[config.mk]
export PLATFORM = sky130hd
export DESIGN_NAME = arinc_scan_reader
export DESIGN_NICKNAME = d
export VERILOG_FILES = /design/src/rtl/arinc_scan_reader.sv
export SDC_FILE = /design/constraint.sdc
export NUM_CORES = 1
export LEC_CHECK = 0
export BUFFER_PORTS_ARGS = -buffer_cell sky130_fd_sc_hd__buf_2
export CAP_MARGIN = 15
export CORE_ASPECT_RATIO = 0.6
export CORE_MARGIN = 3
export CORE_UTILIZATION = 55
export CTS_CLUSTER_DIAMETER = 100
export CTS_CLUSTER_SIZE = 40
export DETAILED_ROUTE_END_ITERATION = 10
export GPL_ROUTABILITY_DRIVEN = 0
export MAX_ROUTING_LAYER = met4
export PLACE_DENSITY = 0.84
export SYNTH_ARGS = -nofsm -noshare
export SYNTH_HDL_FRONTEND = slang
export SYNTH_SLANG_ARGS = --single-unit
export TNS_END_PERCENT = 1
[constraint.sdc]
create_clock -name clock -period 5.6 [get_ports clock]
set_input_delay 0.56 -clock clock [delete_from_list [all_inputs] [get_ports clock]]
set_output_delay 0.56 -clock clock [all_outputs]
set_load 0.1 [all_outputs]
[src/rtl/arinc_scan_reader.sv]
// Frame-strobed scanner that reads the six ARINC429 receive RAMs in channel/word order
// and streams the words, tagged with channel and word index, through a small credit-guarded FIFO.
module arinc_scan_reader #(
    parameter int         WORDS      = 32,
    parameter int         RD_LAT     = 2,
    parameter int         FIFO_DEPTH = 4,
    parameter logic [5:0] CH_MASK    = 6'b111111
) (
    input  logic        clock,
    input  logic        reset,
    input  logic        start,
    output logic        busy,
    output logic        done,
    output logic [4:0]  rd_arinc1,
    output logic [4:0]  rd_arinc2,
    output logic [4:0]  rd_arinc3,
    output logic [4:0]  rd_arinc4,
    output logic [4:0]  rd_arinc5,
    output logic [4:0]  rd_arinc6,
    input  logic [15:0] arinc_1_outp,
    input  logic [15:0] arinc_2_outp,
    input  logic [15:0] arinc_3_outp,
    input  logic [15:0] arinc_4_outp,
    input  logic [15:0] arinc_5_outp,
    input  logic [15:0] arinc_6_outp,
    output logic [15:0] out_data,
    output logic [2:0]  out_chan,
    output logic [4:0]  out_word,
    output logic        out_valid,
    input  logic        out_ready
);

    localparam int AW = $clog2(FIFO_DEPTH);
    localparam int CW = AW + 1;

    typedef enum logic [1:0] {
        S_IDLE  = 2'd0,
        S_ISSUE = 2'd1,
        S_DRAIN = 2'd2,
        S_DONE  = 2'd3
    } state_t;

    function automatic logic [2:0] lowest_en(input logic [5:0] m);
        logic [2:0] r;
        r = 3'd0;
        for (int i = 5; i >= 0; i--) begin
            if (m[i]) r = 3'(i);
        end
        return r;
    endfunction

    function automatic logic [2:0] highest_en(input logic [5:0] m);
        logic [2:0] r;
        r = 3'd0;
        for (int i = 0; i < 6; i++) begin
            if (m[i]) r = 3'(i);
        end
        return r;
    endfunction

    function automatic logic [2:0] next_en(input logic [2:0] c, input logic [5:0] m);
        logic [2:0] r;
        r = c;
        for (int i = 5; i >= 0; i--) begin
            if (m[i] && (3'(i) > c)) r = 3'(i);
        end
        return r;
    endfunction

    localparam logic [2:0] FIRST_CH  = lowest_en(CH_MASK);
    localparam logic [2:0] LAST_CH   = highest_en(CH_MASK);
    localparam logic [4:0] LAST_WORD = 5'(WORDS - 1);

    state_t          r_state;
    state_t          w_state_nx;
    logic [2:0]      r_chan;
    logic [4:0]      r_word;
    logic [2:0]      w_cur_chan;
    logic [4:0]      w_cur_word;
    logic            w_last;
    logic            w_issue;
    logic            w_credit;
    logic [2:0]      w_inflight;
    logic [7:0]      w_used;
    logic [4:0]      r_rd [6];
    logic [RD_LAT-1:0] r_pv;
    logic [2:0]      r_pc [RD_LAT];
    logic [4:0]      r_pw [RD_LAT];
    logic [15:0]     r_fd [FIFO_DEPTH];
    logic [2:0]      r_fc [FIFO_DEPTH];
    logic [4:0]      r_fw [FIFO_DEPTH];
    logic [AW-1:0]   r_wp;
    logic [AW-1:0]   r_rp;
    logic [CW-1:0]   r_cnt;
    logic            w_push;
    logic            w_pop;
    logic [15:0]     w_cap_data;
    logic            r_busy;
    logic            r_done;

    // In IDLE the first read of a scan is issued on the start edge itself.
    always_comb begin
        if (r_state == S_IDLE) begin
            w_cur_chan = FIRST_CH;
            w_cur_word = 5'd0;
        end else begin
            w_cur_chan = r_chan;
            w_cur_word = r_word;
        end
    end

    assign w_last = (w_cur_word == LAST_WORD) && (w_cur_chan == LAST_CH);

    // Reads still travelling through the RAM pipeline reserve FIFO space.
    always_comb begin
        w_inflight = 3'd0;
        for (int i = 0; i < RD_LAT; i++) begin
            w_inflight = w_inflight + {2'b00, r_pv[i]};
        end
    end

    assign w_used   = 8'(r_cnt) + 8'(w_inflight);
    assign w_credit = (w_used < 8'(FIFO_DEPTH));
    assign w_push   = r_pv[RD_LAT-1];
    assign w_pop    = (r_cnt != CW'(0)) && out_ready;

    // Next-state and issue decision.
    always_comb begin
        w_state_nx = r_state;
        w_issue    = 1'b0;
        case (r_state)
            S_IDLE: begin
                if (start) begin
                    if (CH_MASK == 6'd0) begin
                        w_state_nx = S_DONE;
                    end else begin
                        w_issue    = 1'b1;
                        w_state_nx = w_last ? S_DRAIN : S_ISSUE;
                    end
                end else begin
                    w_state_nx = S_IDLE;
                end
            end
            S_ISSUE: begin
                if (w_credit) begin
                    w_issue    = 1'b1;
                    w_state_nx = w_last ? S_DRAIN : S_ISSUE;
                end else begin
                    w_state_nx = S_ISSUE;
                end
            end
            S_DRAIN: begin
                // Leave as the final word is accepted so done follows it by one cycle.
                if ((w_inflight == 3'd0) &&
                    ((r_cnt == CW'(0)) || ((r_cnt == CW'(1)) && out_ready))) begin
                    w_state_nx = S_DONE;
                end else begin
                    w_state_nx = S_DRAIN;
                end
            end
            S_DONE:  w_state_nx = S_IDLE;
            default: w_state_nx = S_IDLE;
        endcase
    end

    // State register.
    always_ff @(posedge clock or posedge reset) begin
        if (reset) begin
            r_state <= S_IDLE;
        end else begin
            r_state <= w_state_nx;
        end
    end

    // Registered status outputs decoded from the next state.
    always_ff @(posedge clock or posedge reset) begin
        if (reset) begin
            r_busy <= 1'b0;
            r_done <= 1'b0;
        end else begin
            r_busy <= (w_state_nx == S_ISSUE) || (w_state_nx == S_DRAIN);
            r_done <= (w_state_nx == S_DONE);
        end
    end

    // Scan position and RAM address drive; only the addressed channel is non-zero.
    always_ff @(posedge clock or posedge reset) begin
        if (reset) begin
            r_chan <= 3'd0;
            r_word <= 5'd0;
            for (int c = 0; c < 6; c++) r_rd[c] <= 5'd0;
        end else if (w_issue) begin
            for (int c = 0; c < 6; c++) begin
                r_rd[c] <= (3'(c) == w_cur_chan) ? w_cur_word : 5'd0;
            end
            if (w_cur_word == LAST_WORD) begin
                r_word <= 5'd0;
                r_chan <= next_en(w_cur_chan, CH_MASK);
            end else begin
                r_word <= w_cur_word + 5'd1;
                r_chan <= w_cur_chan;
            end
        end
    end

    // Tag pipeline aligned with the RAM read latency.
    always_ff @(posedge clock or posedge reset) begin
        if (reset) begin
            r_pv <= '0;
            for (int i = 0; i < RD_LAT; i++) begin
                r_pc[i] <= 3'd0;
                r_pw[i] <= 5'd0;
            end
        end else begin
            r_pv[0] <= w_issue;
            r_pc[0] <= w_cur_chan;
            r_pw[0] <= w_cur_word;
            for (int i = 1; i < RD_LAT; i++) begin
                r_pv[i] <= r_pv[i-1];
                r_pc[i] <= r_pc[i-1];
                r_pw[i] <= r_pw[i-1];
            end
        end
    end

    always_comb begin
        case (r_pc[RD_LAT-1])
            3'd0:    w_cap_data = arinc_1_outp;
            3'd1:    w_cap_data = arinc_2_outp;
            3'd2:    w_cap_data = arinc_3_outp;
            3'd3:    w_cap_data = arinc_4_outp;
            3'd4:    w_cap_data = arinc_5_outp;
            3'd5:    w_cap_data = arinc_6_outp;
            default: w_cap_data = 16'd0;
        endcase
    end

    // Output FIFO; credit on issue guarantees a push never meets a full buffer.
    always_ff @(posedge clock or posedge reset) begin
        if (reset) begin
            r_wp  <= AW'(0);
            r_rp  <= AW'(0);
            r_cnt <= CW'(0);
            for (int i = 0; i < FIFO_DEPTH; i++) begin
                r_fd[i] <= 16'd0;
                r_fc[i] <= 3'd0;
                r_fw[i] <= 5'd0;
            end
        end else begin
            if (w_push) begin
                r_fd[r_wp] <= w_cap_data;
                r_fc[r_wp] <= r_pc[RD_LAT-1];
                r_fw[r_wp] <= r_pw[RD_LAT-1];
                r_wp       <= r_wp + AW'(1);
            end
            if (w_pop) begin
                r_rp <= r_rp + AW'(1);
            end
            case ({w_push, w_pop})
                2'b10:   r_cnt <= r_cnt + CW'(1);
                2'b01:   r_cnt <= r_cnt - CW'(1);
                default: r_cnt <= r_cnt;
            endcase
        end
    end

    assign busy      = r_busy;
    assign done      = r_done;
    assign out_valid = (r_cnt != CW'(0));
    assign out_data  = r_fd[r_rp];
    assign out_chan  = r_fc[r_rp];
    assign out_word  = r_fw[r_rp];
    assign rd_arinc1 = r_rd[0];
    assign rd_arinc2 = r_rd[1];
    assign rd_arinc3 = r_rd[2];
    assign rd_arinc4 = r_rd[3];
    assign rd_arinc5 = r_rd[4];
    assign rd_arinc6 = r_rd[5];

endmodule

==> flow_summary.json, run 1 <==
{
  "cts.clk_slew.worst_paths_ns": 0.06,
  "diodes": 0,
  "post-synth-top-area-cell": "dfrtp_1",
  "worstPathArrival_ns": 2.52,
  "ant_nets": 0,
  "grt_max_degree": 92,
  "cpMaxStageDelayCell": "dfrtp_1",
  "slew-limit-headroom_pct": 22.0,
  "syn_inst": 696,
  "syn_nets": 812,
  "synth_ff_type": "dfrtp_1",
  "cts_tree": "built",
  "synth.area.top_cells": "dfrtp_1, mux4_2, nand2_1",
  "final_cell_mix": "dfrtp_1, buf_2, nand2_1, o21ai_0, mux2_2",
  "core_region_area_um2": 13200,
  "powerDensity_nw_per_um2": 680,
  "finalSetupTns_ns": 0,
  "start_util_pct": 58.0,
  "fill_cells": 971,
  "p_leak_nw": 4.44,
  "via_per_inst": 5.79,
  "track_usage_pct": 25.8,
  "intPower_w": 0.00311,
  "die_w_um": 158,
  "clock_sinks": 163,
  "path_cells": "buf_4 -> mux4_2 -> buf_2",
  "die_h_um": 97.5,
  "worstSetupStartpointType": "flop",
  "io_buffers": 156,
  "synth_top_area_share_pct": 53.2,
  "cp_top_family": "flip-flops",
  "root_buffer": "clkbuf_16",
  "comb_power_share_pct": 48.0,
  "end_kind": "output port",
  "cts_made_buffers": 17,
  "totalWireLength_um": 18500,
  "cts_setup_buffers": 0,
  "drive_above_1_share_pct": 31.5,
  "max-cap-violations": 0,
  "path_max_fanout": 16,
  "critPathBufInv": 2,
  "synth_warnings": 0,
  "dieArea_um2": 15400,
  "wire_per_inst_um": 18.3,
  "place_hpwl_um": 12700,
  "cts_max_path_buffers": 2,
  "finalCritPeriodShare_pct": 54.9,
  "ios": 157,
  "hold_slack_ns": 0.314,
  "slew_violations": 0,
  "hold_viol_final": 0,
  "layout_commonest_cell": "dfrtp_1",
  "syn_avg_cell_area_um2": 11.0,
  "antenna_found_initial": 0,
  "final.min_clock_period_ns": 3.08,
  "drtIter0Drc": 547,
  "syn_to_final_growth_pct": 18.8,
  "tightest_slew_ns": 1.17,
  "max_stage_delay_ns": 0.77,
  "irDropWorstVdd_v": 0.000591,
  "firstDrtPassIters": 5,
  "pwr-share-seq_pct": 32.3,
  "ctsResizeCount": 0,
  "num_rows": 32,
  "nets": 945,
  "ys_types": 47,
  "htree_levels": 4,
  "grt_pass1_wl_um": 30200,
  "finalSetupViolations": 0,
  "grt_pass1_vias": 5753,
  "max_freq_ghz": 0.325,
  "post-route-drc-count": 0,
  "hold_path.class": "primary input to asynchronous set/reset pin",
  "p_sw_w": 0.00308,
  "ys_seq_area_share_pct": 53.2,
  "p_clk_share_pct": 19.8,
  "path_class": "flop to output port",
  "clock_latency_ns": 0.42,
  "ys_async_sr_fraction_pct": 100,
  "status": "complete, no violations",
  "vias": 5860,
  "swShare_pct": 49.7,
  "grt_overflow": 0,
  "clock_skew_ns": 0.00995,
  "rsz0062_at_grt": "no",
  "synth-edff-count": 0,
  "cts_hold_buf": 0,
  "reg2reg_depth": 9,
  "synthesis.area_um2": 7670,
  "ys_ff_latch": 163,
  "crit_cells": 3,
  "critPathRequiredTime_ns": 5.04
}
==> cell families (layout without fill, tap and decap cells) <==
| group | after synthesis | in the layout | synth area share (%) |
|---|---|---|---|
| AND/OR/NAND/NOR | 211 | 211 | 12.2 |
| flip-flops | 163 | 163 | 53.2 |
| AO/OA/AOI/OAI | 153 | 153 | 12.5 |
| multiplexers | 75 | 75 | 14.5 |
| buffers and inverters | 71 | 217 | 4.24 |
| adder cells (fa/ha/maj) | 16 | 16 | 2.61 |
| XOR/XNOR | 7 | 7 | 0.800 |
==> metrics by stage <==
| step | instances | power [W] | setup slack (ns) | util (%) | instance area, um2 |
|---|---|---|---|---|---|
| finish | 1012 | 0.00619 | 2.52 | 68.9 | 9100 |
| global placement | 980 | 0.00489 | 2.99 | 64.2 | 8480 |
| detailed placement | 980 | 0.00496 | 2.91 | 64.2 | 8480 |
| CTS | 1012 | 0.00620 | 2.46 | 68.9 | 9100 |
| global route | 1012 | 0.00652 | 2.36 | 68.9 | 9100 |
| floorplan | 696 | 0.00440 | 0.635 | - | 7670 |
==> cell usage after synthesis (all sizes together) (2+ instances only) <==
master  number
ha          16
o21ai       86
inv         20
nand2      148
or3          3
nor3b        2
a21o         4
a211oi       4
nand3       24
mux2        36
dfrtp      163
mux2i       14
o32ai        5
nand3b       6
xor2         4
mux4        25
nor2b        4
buf         24
a22oi        9
nor2         4
a221oi       9
nor4b        3
o221a        2
nand2b       3
and2         4
o31ai       16
clkbuf      27
nor3         3
a311oi       2
a21oi       14
xnor2        3
nand4b       2
==> sequential cells by signal, indices dropped and copies added (netlist names), 2 cells and up <==
name       flops
r_pw          10
r_fd          64
r_pc           6
rd_arinc1      5
r_state        2
r_wp           2
r_cnt          3
rd_arinc6      5
rd_arinc5      5
r_fw          20
rd_arinc2      5
r_fc          12
r_pv           2
rd_arinc4      5
r_word         5
r_chan         3
rd_arinc3      5
r_rp           2
==> layer usage <==
metal	vias to the layer above	global-route usage (%)	routed length (um)	share of wire, %
li1	2729	-	-	-
met4	0	5.49	169	0.91
met3	17	6.59	1490	8.1
met1	2867	39.3	8750	47
met5	-	-	0	0
met2	247	35.1	8060	44
==> power groups by stage <==
stage	Combinational (W)	Clock (W)	Sequential, W
after detailed placement	0.00296	0	0.00200
after global placement	0.00290	0	0.00199
after CTS	0.00298	0.00123	0.00199
after floorplan	0.00244	0	0.00196
final	0.00297	0.00122	0.00200
after global routing	0.00317	0.00129	0.00205
==> layout make-up <==
cell class / instances / area [um2] / area share (%)
Clock buffer: 18 / 429 / 4.71
Clock inverter: 14 / 193 / 2.12
Inverter: 20 / 80.1 / 0.880
Multi-Input combinational cell: 462 / 3260 / 35.8
Sequential cell: 163 / 4080 / 44.8
Tap cell: 170 / 213 / 2.34
Timing Repair Buffer: 165 / 848 / 9.32
==> path summary, 6_finish.rpt <==
path / start / to / slack [ns]
max: r_rp[0] / out_data[12] / 2.52
min: reset / r_fw[0] / 0.31
max reg2reg: r_pv[1] / busy / 2.95
min reg2reg: r_pw[8] / r_pw[3] / 0.35
max in group asynchronous: reset / busy / 3.88
min in group clock: r_pw[8] / r_pw[3] / 0.35
Note: power is estimated with default switching activity, not from simulation.
==> run 2, diff against run 1 <==
- clock period: 5.6 -> 3 ns (I/O delays scaled with it)
==> run 2 against run 1 <==
Effect of this change: critical path depth grew 6; worst hold slack lost 0.16 ns; clock power grew 80%; first-iteration DRC count shrank 16%; critical endpoint is now busy; largest cell class unchanged.
==> flow_summary.json, run 2 (same netlist as run 1, synthesis figures left out) <==
{
  "status": "complete, no violations",
  "max_stage_delay_ns": 0.42,
  "syn_to_final_growth_pct": 20.1,
  "final_cell_mix": "dfrtp_1, buf_2, nand2_1, o21ai_0, mux2_2",
  "dieArea_um2": 15400,
  "cts_max_path_buffers": 2,
  "clock_skew_ns": 0.00729,
  "critPathRequiredTime_ns": 3.31,
  "path_class": "flop to flop",
  "place_hpwl_um": 13500,
  "via_per_inst": 5.92,
  "grt_max_degree": 76,
  "min_from": "start",
  "final_cells": 1024,
  "reg2reg_from": "r_state[0]",
  "largestRegisters": "r_fd x64, r_fw x20, r_fc x12",
  "cp-startpoint": "r_state[0]",
  "diodes": 0,
  "clock_sinks": 163,
  "placed_cells": 991,
  "die_w_um": 158,
  "cts.clk_slew.worst_paths_ns": 0.06,
  "largest_reg_flops": 64,
  "max_freq_ghz": 0.395,
  "critPathBufInv": 1,
  "hold_path_depth": 2,
  "hold_viol_final": 0,
  "post-route-drc-count": 0,
  "wire_per_inst_um": 19.1,
  "cts_tree": "built",
  "path_max_fanout": 9,
  "cts_made_buffers": 17,
  "totalWireLength_um": 19600,
  "grt_overflow": 0,
  "wl_met3_um": 1620,
  "tightest_slew_ns": 0.903,
  "ios": 157,
  "grt_pass1_wl_um": 31700,
  "clock_latency_ns": 0.42,
  "regMostFlops": "r_fd",
  "fill_cells": 914,
  "cpMaxStageDelayCell": "dfrtp_1",
  "die_h_um": 97.5,
  "num_rows": 32,
  "cpMostUsedCell": "ha_1",
  "crit_cells": 9,
  "final.min_clock_period_ns": 2.53,
  "firstDrtPassIters": 5,
  "end_kind": "flop",
  "start_util_pct": 58.0,
  "worstSetupStartpointType": "flop",
  "max-cap-violations": 0,
  "finalSetupTns_ns": 0,
  "path_cells": "or2_1 -> nand2_1 -> inv_1 -> ha_1 -> and3_1 -> ha_1 -> a21oi_2 -> or3_1 -> ha_1",
  "drive_above_1_share_pct": 32.2,
  "finalCritPeriodShare_pct": 84.4,
  "cp_top_family": "simple AND/OR/NAND/NOR gates",
  "slew_violations": 0,
  "worstPathArrival_ns": 2.84,
  "layout_commonest_cell": "dfrtp_1",
  "p_leak_nw": 4.49,
  "htree_levels": 4,
  "vias": 6067,
  "wl_met2_um": 8610,
  "met1Wirelength_um": 9170,
  "drtIter0Drc": 461,
  "core_region_area_um2": 13200,
  "finalSetupViolations": 0,
  "irDropWorstVdd_v": 0.00144,
  "root_buffer": "clkbuf_16",
  "ant_nets": 0,
  "track_usage_pct": 27.1,
  "topRoutingLayerUsed": "met4",
  "rsz0062_at_grt": "no",
  "slew-limit-headroom_pct": 39.8,
  "nets": 957,
  "antenna_found_initial": 0,
  "grt_pass1_vias": 6094,
  "hold_path.class": "primary input to flop",
  "reg2reg_depth": 9,
  "io_buffers": 156,
  "powerDensity_nw_per_um2": 1270
}
run 2: cell types whose count changed in the layout (fill, tap and decap cells not counted), sizes merged:
cell / change
inv: -6
buf: +11
dlygate4sd3: +1
clkinvlp: +4
clkinv: -1
clkbuf: +4
bufinv: -1
run 2: repair_timing:
item / CTS / global route
buffers inserted: 0 / 0
resized for setup: 0 / 0
endpoints found under the hold margin: 21 / 0
hold buffers: 1 / 0
run 2: stage by stage:
step                      area (um2)  worst slack (ns)  total power [W]  hold WS, ns  util [%]
after floorplan                 7670             0.621          0.00821        0.331         -
after global placement          8600             0.680          0.00925        0.332      65.1
after detailed placement        8600             0.610          0.00942        0.340      65.1
after CTS                       9210             0.495           0.0117        0.133      69.7
after global routing            9210             0.292           0.0123        0.152      69.7
final                           9210             0.467           0.0117        0.152      69.7
run 2: path summary, 6_finish.rpt:
kind / endpoint / slack, ns
max: busy / 0.47
max in group asynchronous: r_fw[6] / 1.75
min: r_chan[2] / 0.15
min reg2reg: r_pc[1] / 0.35
max reg2reg: busy / 0.47
min in group asynchronous: rd_arinc6[0] / 0.49
run 2: layout make-up:
class,count,area (um2),area share (%)
Clock buffer,22,474,5.15
Inverter,20,78.8,0.856
Sequential cell,163,4080,44.3
Timing Repair Buffer,177,978,10.6
Multi-Input combinational cell,462,3260,35.4
Tap cell,170,213,2.31
Clock inverter,10,121,1.32
run 2: layer usage:
| layer | global-route usage (%) | vias up |
|---|---|---|
| li1 | - | 2755 |
| met1 | 41.4 | 3045 |
| met2 | 36.6 | 251 |
| met3 | 7.21 | 16 |
| met4 | 6.08 | 0 |
| met5 | - | - |
run 2: report_power, final:
part	leakage [nW]	internal (W)	switching [W]
sequential	2.08	0.00300	0.000594
combinational	2.12	0.00155	0.00433
clock	0.280	0.00130	0.000903
==> run 3, diff against run 2 <==
- CORE_UTILIZATION: 55 -> 50
- PLACE_DENSITY: 0.84 -> 0.81
- clock period: 3 -> 2.3 ns (I/O delays scaled with it)
==> run 3 against run 2 <==
Effect of this change: via count down 0.86%; combinational power up 43%; cell count up 4.7%.
==> flow_summary.json, run 3 (same netlist as run 1, synthesis figures left out) <==
{
  "status": "complete, no violations",
  "max_freq_ghz": 0.445,
  "totalWireLength_um": 19600,
  "largestRegisters": "r_fd x64, r_fw x20, r_fc x12",
  "firstDrtPassIters": 5,
  "finalCritPeriodShare_pct": 97.6,
  "cts_tree": "built",
  "largest_reg_flops": 64,
  "drtIter0Drc": 463,
  "cp-startpoint": "r_state[1]",
  "root_buffer": "clkbuf_16",
  "via_per_inst": 5.61,
  "topRoutingLayerUsed": "met4",
  "die_w_um": 166,
  "min_from": "start",
  "grt_overflow": 0,
  "io_buffers": 156,
  "final_core_util_pct": 64.5,
  "final.min_clock_period_ns": 2.25,
  "clock_skew_ns": 0.0114,
  "start_util_pct": 51.9,
  "cts_max_path_buffers": 2,
  "num_rows": 34,
  "fin_ws_ns": 0.0544,
  "ios": 157,
  "regMostFlops": "r_fd",
  "wl_met2_um": 8700,
  "nets": 977,
  "layout_commonest_cell": "dfrtp_1",
  "worstPathArrival_ns": 2.55,
  "wl_met3_um": 1470,
  "met1Wirelength_um": 9220,
  "p_leak_nw": 4.62,
  "fin_area_um2": 9520,
  "diodes": 0,
  "die_h_um": 102,
  "cts_made_buffers": 17,
  "irDropWorstVdd_v": 0.00134,
  "clock_sinks": 163,
  "grt_pass1_vias": 6075,
  "finalSetupViolations": 0,
  "ant_nets": 0,
  "max-cap-violations": 0,
  "tightest_slew_ns": 0.708,
  "core_region_area_um2": 14800,
  "cts.clk_slew.worst_paths_ns": 0.07,
  "path_class": "flop to flop",
  "reg2reg_from": "r_state[1]",
  "dieArea_um2": 16900,
  "track_usage_pct": 24.7,
  "grt_pass1_wl_um": 32000,
  "path_max_fanout": 5,
  "grt_max_degree": 53,
  "clock_latency_ns": 0.42,
  "powerDensity_nw_per_um2": 1660,
  "hold_viol_final": 0,
  "vias": 6015,
  "worstSetupStartpointType": "flop",
  "slew_violations": 0,
  "htree_levels": 4,
  "hold_slack_ns": 0.112,
  "end_kind": "flop",
  "syn_to_final_growth_pct": 24.1,
  "post-route-drc-count": 0,
  "final_cell_mix": "dfrtp_1, nand2_1, buf_2, o21ai_0, buf_4",
  "hold_path.class": "primary input to flop",
  "ff2ff_setup_slack_ns": 0.05,
  "wire_per_inst_um": 18.3,
  "place_hpwl_um": 13800,
  "antenna_found_initial": 0,
  "place_area_um2": 8910,
  "drive_above_1_share_pct": 34.2,
  "slew-limit-headroom_pct": 52.8,
  "critPathRequiredTime_ns": 2.61,
  "p_total_w": 0.0158,
  "pre_cts_ws_ns": 0.0551
}
## run 3: where the power goes
group	leakage, nW	switching (W)	internal (W)	total, W
Sequential	2.08	0.000678	0.00391	0.00459
Clock	0.284	0.00119	0.00157	0.00277
Combinational	2.25	0.00583	0.00260	0.00843
Total	4.62	0.00771	0.00808	0.0158
## run 3: timing repair
item | 4_1_cts | 5_1_grt
buffers inserted | 0 | 0
hold buffers | 1 | 0
resized for setup | 0 | 10
endpoints found under the hold margin | 30 | 0
setup endpoints to repair | 0 | 7
## run 3: final timing paths
kind / cells after the start / to
setup / recovery: 9 / busy
hold / removal: 2 / r_chan[2]
setup reg to reg: 9 / busy
hold reg to reg: 0 / r_pc[0]
max in group asynchronous: 4 / rd_arinc2[0]
min in group asynchronous: 3 / r_chan[1]
## run 3: final cells by class
cell class	instances	area [um2]
flip-flops and latches	163	4080
clock buffers	20	457
clock inverters	12	120
well taps	198	248
multi-input cells	462	3270
repair buffers	197	1260
fillers	1100	5250
inverters	20	78.8
## run 3: layer usage
layer | vias up | global-route usage (%)
li1 | 2802 | -
met1 | 2943 | 34.9
met2 | 244 | 36.0
met3 | 26 | 6.49
met4 | 0 | 6.20
met5 | - | -
## run 3: critical path, cell delays in order (launching register included)
cell     delay (ns)
dfrtp_1        0.42
or2_4          0.17
nand2_1        0.07
inv_1          0.12
ha_1           0.20
and3_1         0.20
ha_1           0.21
a21oi_2        0.08
or3_1          0.40
ha_1           0.28
## run 3: stage by stage
step	instances	setup TNS (ns)
floorplan	696	-0.131
global placement	1039	0
detailed placement	1039	0
CTS	1072	0
global route	1072	-0.00678
finish	1072	0
